## src/rtl/l2_req_out_packetizer.sv

```systemverilog
// Serialises one L2 coherence request into head/addr[/data] NoC flits; flits start 1 cycle after capture.
// Holds output flit stable under backpressure; accepts a new request only when idle or on the tail handshake.
module l2_req_out_packetizer #(
  parameter int          COH_MSG_W      = 5,
  parameter int          LINE_ADDR_W    = 28,
  parameter int          WORDS_PER_LINE = 4,
  parameter int          LINE_W         = 128,
  parameter int          FLIT_W         = 64,
  parameter logic [31:0] DATA_MSG_MASK  = 32'h0000_00C8,
  parameter int          DEST_LSB       = 0,
  parameter int          DEST_BITS      = 2
) (
  input  logic                      clk,
  input  logic                      rst,
  input  logic [5:0]                my_tile_id,
  input  logic [5:0]                llc_base_id,
  input  logic                      l2_req_out_valid,
  output logic                      l2_req_out_ready,
  input  logic [COH_MSG_W-1:0]      l2_req_out_coh_msg,
  input  logic                      l2_req_out_hprot,
  input  logic [LINE_ADDR_W-1:0]    l2_req_out_addr,
  input  logic [WORDS_PER_LINE-1:0] l2_req_out_word_mask,
  input  logic [LINE_W-1:0]         l2_req_out_line,
  output logic                      noc_out_valid,
  input  logic                      noc_out_ready,
  output logic [FLIT_W-1:0]         noc_out_data,
  output logic                      busy
);

  localparam int PAY_W    = FLIT_W - 2;
  localparam int CHUNKS   = (LINE_W + PAY_W - 1) / PAY_W;
  localparam int PADDED_W = CHUNKS * PAY_W;
  localparam int CNT_W    = $clog2(CHUNKS) + 1;
  localparam int HDR_W    = 12 + COH_MSG_W + 1 + WORDS_PER_LINE;
  localparam logic [CNT_W-1:0] LAST_CHUNK = CNT_W'(CHUNKS - 1);

  typedef enum logic [1:0] {S_IDLE, S_HEAD, S_ADDR, S_DATA} state_e;

  state_e                    state_q, state_d;
  logic [CNT_W-1:0]          cnt_q, cnt_d;
  logic [COH_MSG_W-1:0]      coh_q;
  logic                      hprot_q;
  logic [LINE_ADDR_W-1:0]    addr_q;
  logic [WORDS_PER_LINE-1:0] wm_q;
  logic [LINE_W-1:0]         line_q;
  logic                      has_data_q;

  logic                      fire;
  logic                      accept;
  logic                      last_flit;
  logic [1:0]                preamble;
  logic [PAY_W-1:0]          payload;
  logic [5:0]                home_off;
  logic [5:0]                dest;
  logic [HDR_W-1:0]          head_fields;
  logic [PADDED_W-1:0]       line_pad;

  if (DEST_BITS == 0) begin : g_no_home_sel
    assign home_off = '0;
  end else begin : g_home_sel
    assign home_off = 6'(addr_q[DEST_LSB +: DEST_BITS]);
  end

  // 6-bit add wraps modulo 64 across the tile id space
  assign dest        = llc_base_id + home_off;
  assign head_fields = {dest, my_tile_id, coh_q, hprot_q, wm_q};
  assign line_pad    = PADDED_W'(line_q);
  assign fire        = noc_out_valid & noc_out_ready;
  assign accept      = l2_req_out_valid & l2_req_out_ready;

  always_comb begin
    state_d       = state_q;
    cnt_d         = cnt_q;
    last_flit     = 1'b0;
    preamble      = 2'b00;
    payload       = '0;
    noc_out_valid = (state_q != S_IDLE);
    case (state_q)
      S_IDLE: begin
        if (l2_req_out_valid) state_d = S_HEAD;
      end
      S_HEAD: begin
        preamble = 2'b10;
        payload  = {head_fields, {(PAY_W - HDR_W){1'b0}}};
        if (fire) state_d = S_ADDR;
      end
      S_ADDR: begin
        last_flit = !has_data_q;
        preamble  = has_data_q ? 2'b00 : 2'b01;
        payload   = PAY_W'(addr_q);
        if (fire) begin
          if (has_data_q) begin
            state_d = S_DATA;
            cnt_d   = '0;
          end else begin
            state_d = l2_req_out_valid ? S_HEAD : S_IDLE;
          end
        end
      end
      S_DATA: begin
        last_flit = (cnt_q == LAST_CHUNK);
        preamble  = last_flit ? 2'b01 : 2'b00;
        payload   = line_pad[int'(cnt_q) * PAY_W +: PAY_W];
        if (fire) begin
          if (last_flit) state_d = l2_req_out_valid ? S_HEAD : S_IDLE;
          else           cnt_d   = cnt_q + 1'b1;
        end
      end
      default: state_d = S_IDLE;
    endcase
    // Ready on the tail handshake lets the next head follow without a bubble
    l2_req_out_ready = (state_q == S_IDLE) | (fire & last_flit);
    noc_out_data     = {preamble, payload};
    busy             = (state_q != S_IDLE);
  end

  always_ff @(posedge clk) begin
    if (!rst) begin
      state_q    <= S_IDLE;
      cnt_q      <= '0;
      coh_q      <= '0;
      hprot_q    <= 1'b0;
      addr_q     <= '0;
      wm_q       <= '0;
      line_q     <= '0;
      has_data_q <= 1'b0;
    end else begin
      state_q <= state_d;
      cnt_q   <= cnt_d;
      if (accept) begin
        coh_q      <= l2_req_out_coh_msg;
        hprot_q    <= l2_req_out_hprot;
        addr_q     <= l2_req_out_addr;
        wm_q       <= l2_req_out_word_mask;
        line_q     <= l2_req_out_line;
        has_data_q <= DATA_MSG_MASK[l2_req_out_coh_msg];
      end
    end
  end

endmodule

```

## config.mk

```make
export PLATFORM = sky130hd
export DESIGN_NAME = l2_req_out_packetizer
export DESIGN_NICKNAME = d
export VERILOG_FILES = /design/src/rtl/l2_req_out_packetizer.sv
export SDC_FILE = /design/constraint.sdc
export NUM_CORES = 1
export LEC_CHECK = 0
export CAP_MARGIN = 40
export CORE_MARGIN = 1.5
export CORE_UTILIZATION = 51
export DETAILED_ROUTE_END_ITERATION = 10
export PLACE_DENSITY_LB_ADDON = 0.3
export SYNTH_ARGS = -nofsm -noshare
export SYNTH_HDL_FRONTEND = slang
export SYNTH_SLANG_ARGS = --single-unit
```

## constraint.sdc

```tcl
create_clock -name clk -period 4.3 [get_ports clk]
set_input_delay 1.075 -clock clk [delete_from_list [all_inputs] [get_ports clk]]
set_output_delay 1.075 -clock clk [all_outputs]
set_load 0.02 [all_outputs]
```

==> run summary <==
======================================================================================
Routability cong.                                                               0.8591
Area of the core region                                                   0.01594 sq mm
Clock slew at the register clock pins of the worst setup and hold paths          60 ps
Critical Path, Cell by Cell                                               clkdlybuf4s50_1 > ha_1 > fa_1 > nand3_1 > xor2_1 > o22ai_1 > clkdlybuf4s50_1
Placed Cells                                                                     1,386
Capture point of the worst reg-to-reg path                                 line_q[108]
Headroom to the max-slew limit                                                  49.26%
Count of filler cells inserted in the layout                                     1,267
Vertical die dimension                                                    131.2 microns
Routed metal-1 wire length                                                9256 microns
CTS H-tree lvls                                                                      4
Transition time at the pin with the least slew margin                         761.1 ps
Layout cells sized above 1                                                      3.917%
Hold bufs inserted after CTS                                                         0
Number of setup buffers added after CTS                                              0
Path depth of the worst reg2reg path                                                 6
Setup repair after global routing missed its margin                              false
Final sum of negative setup slack                                                 0 ps
Yosys warning count                                                                  0
Tcrit/Tclk final                                                                96.37%
Final setup violation count                                                          0
Final count of hold timing violations                                                0
Routed via count                                                                 7,306
Top-count cell post-synth                                                      nand2_1
Result of the run                                                         finished, final reports clean
Slowest cell on the critical path                                         clkdlybuf4s50_1
Time the final worst path needs with I/O delays and setup                      4144 ps
Flop-to-flop setup slack                                                       1820 ps
GRT Resource Usage Total                                                        25.07%
Netlist cell types                                                                  37
Worst clock skew on the final layout                                          9.608 ps
Count of cells resized by post-cts repair                                            0
Critical Path Max Stage Delay                                                   640 ps
Later-pin clock latency in the skew report                                      420 ps
Biggest area consumer among synthesized cells                                  dfxtp_1
Number of buffers created by CTS                                                    17
Largest delay contributor family on the critical path                     buffers and inverters
Number of ports placed on the die boundary                                         249
Number of buffer cells added on primary ports                                      248
Number of DRC violations after detailed-routing iteration 0                        485
Origin of the critical flop-to-flop path                                      cnt_q[0]
Count of flip-flops with a built-in enable after synthesis                           0
WP depth                                                                             7
Top area cells in the synthesized netlist                                 dfxtp_1 41%, mux2i_1 28%, nand2_1 17%, clkbuf_1 2.1%, buf_6 2.0%
Timing endpoint of the critical path                                      noc_out_data[60]
Placement-stage cell area                                                 0.01088 sq mm
Startpoint of the worst setup timing path                                 llc_base_id[0]
Total routed wirelength                                                   21,630 microns
Total length of routed met2 wires                                         10,330 microns
Post-synthesis register bit count                                                  172
Share of the synthesized area in the top cell type                              41.09%
Fraction of the yosys area taken by sequential cells                            41.09%
Half-perimeter wire length after detailed placement                       14,830 microns
Max-cap violations                                                                   0
Leak                                                                          4.760 nW
DP Worst Slack                                                                145.2 ps
Cell Area, Synth                                                          0.008381 sq mm
Global-route wire length before repair                                    35,190 microns
Net Count, Synth                                                                 1,176
CTS tree                                                                         built
Syn Area/Cell                                                              8.474 sq um
Maximum clock frequency                                                      241.3 MHz
Total Die Area                                                            0.01721 sq mm
Met3 wire len                                                             1626 microns
Leading post-synthesis cells by instance count                            370 x nand2_1, 232 x mux2i_1, 172 x dfxtp_1, 48 x clkbuf_1, 35 x nor2_1
Worst path most repeated cell                                             clkdlybuf4s50_1
Nets@finish                                                                      1,376
Non-filler cells, final                                                          1,416
Number of cell rows                                                                 46
Worst hold path type                                                      register to register
Area growth from synthesis to final layout                                      36.37%
Number of instances in the synthesized netlist                                     989
Number of buffers and inverters on the critical path                                 2
Crit path launch type                                                        input pin
Starting Density                                                                52.57%
Clock Tree Buf Depth                                                                 2
Share of synthesized registers carrying an async set or reset                       0%
Initial antenna violation count                                                      0
First-pass DRT Iterations                                                            5
Endpoint required time on the critical path                                    3220 ps
Sinks on Clock Net                                                                 172
WP data arrival                                                                3070 ps
Category of the worst setup path capture point                            primary output
Post-route design area                                                    0.01143 sq mm
Highest Signal Layer                                                              met4
Post-detailed-route DRC marker count                                                 0
Worst Path Class, Setup                                                   input pin to primary output
Power density over cell area                                              340.1 mW/mm^2
Per-cell via count in the routed design                                          5.160
Mean routed wirelength per cell                                           15.27 microns
Number of max-slew violations in the final report                                    0
Largest driver fanout on the critical path                                           2
Pin count of the biggest net entering global routing                               115
Number of global-route vias before repair                                        7,067
Grt ovf                                                                              0
Commonest register cell after synthesis                                        dfxtp_1
Horizontal extent of the die                                              131.2 microns
Maximum VDD drop                                                           0.0003623 V
Worst setup margin                                                            155.9 ps
Count of antenna diodes in the layout                                                0
Buffer cell driving the clock tree root                                      clkbuf_16
Core occupancy in the finished layout                                           71.68%
ANT nets after route                                                                 0
======================================================================================
-- logic make-up (layout without fill, tap and decap cells) --
logic type	after synthesis	in the layout	synth area share (%)
buffers and inverters	88	299	5.539
adder cells (fa/ha/maj)	5	5	0.8361
XOR/XNOR	4	4	0.4181
flip-flops	172	172	41.09
multiplexers	232	232	27.71
AO/OA/AOI/OAI	68	68	5.091
AND/OR/NAND/NOR	420	420	19.32
-- power breakdown --
part,total [mW],leakage (nW),switching (mW),internal (mW)
registers,1.78,1.42,0.0654,1.71
clock network,1.44,0.269,0.602,0.834
logic,0.671,3.08,0.310,0.361
total,3.89,4.76,0.977,2.91
-- worst min-delay path by stage --
stage                     startpoint          to  slack, ps  cells after the start
after floorplan            line_q[0]   line_q[0]        440                      2
after global placement    line_q[53]  line_q[53]        440                      2
after detailed placement  line_q[50]  line_q[50]        450                      2
after CTS                 line_q[50]  line_q[50]        460                      2
after global routing      line_q[12]  line_q[12]        470                      2
final                     line_q[53]  line_q[53]        460                      2
-- cell usage in the layout, fill, tap and decap left out, types with 2 or more instances in the layout --
master           Yosys  routed
a21oi_1              6       6
a22oi_1              2       2
a2bb2oi_1           13      13
buf_12               0       6
buf_4                2       7
clkbuf_1            48       3
clkbuf_16            0      17
clkbuf_8             0       3
clkdlybuf4s50_1      0     247
clkinv_2             0       4
dfxtp_1            172     171
ha_1                 4       4
inv_1                7       7
mux2i_1            232     232
nand2_1            370     370
nand3_1              2       2
nand3b_1             2       2
nand4_1              2       2
nor2_1              35      34
nor2b_1              3       3
o21ai_0             33      33
o22ai_1              6       6
o32ai_1              2       2
xor2_1               3       3
-- through the flow --
stage / hold slack, ps / total power [mW]
CTS: 459.2 / 3.917
floorplan: 437.3 / 2.200
global placement: 443.4 / 2.464
finish: 456.0 / 3.886
detailed placement: 450.3 / 2.483
global route: 474.0 / 4.059
-- flip-flops by register name (all words and copies together), names as in the netlist --
register    flops
hprot_q         1
wm_q            4
state_q         2
line_q        128
has_data_q      1
coh_q           5
addr_q         28
cnt_q           3
-- worst min-delay path, stage by stage, from the launching register on --
cell	delay [ps]
dfxtp_1	300
nand2_1	50
mux2i_1	50
-- final cells by class --
cell class / instances / area [sq um] / share of cell area, %
Tap cell: 216 / 270.3 / 2.365
Inverter: 8 / 30.03 / 0.2628
Timing Repair Buffer: 261 / 2660 / 23.28
Multi-Input combinational cell: 729 / 4477 / 39.17
Sequential cell: 172 / 3447 / 30.16
Clock inverter: 7 / 66.31 / 0.5802
Clock buffer: 23 / 478.0 / 4.182
-- routing by layer --
layer | track usage [%] | vias up
met5 | 0 | -
met3 | 7.986 | 27
met2 | 41.71 | 244
met1 | 30.87 | 3368
li1 | - | 3667
met4 | 7.740 | 0
Power figures use the tool's default switching activity.
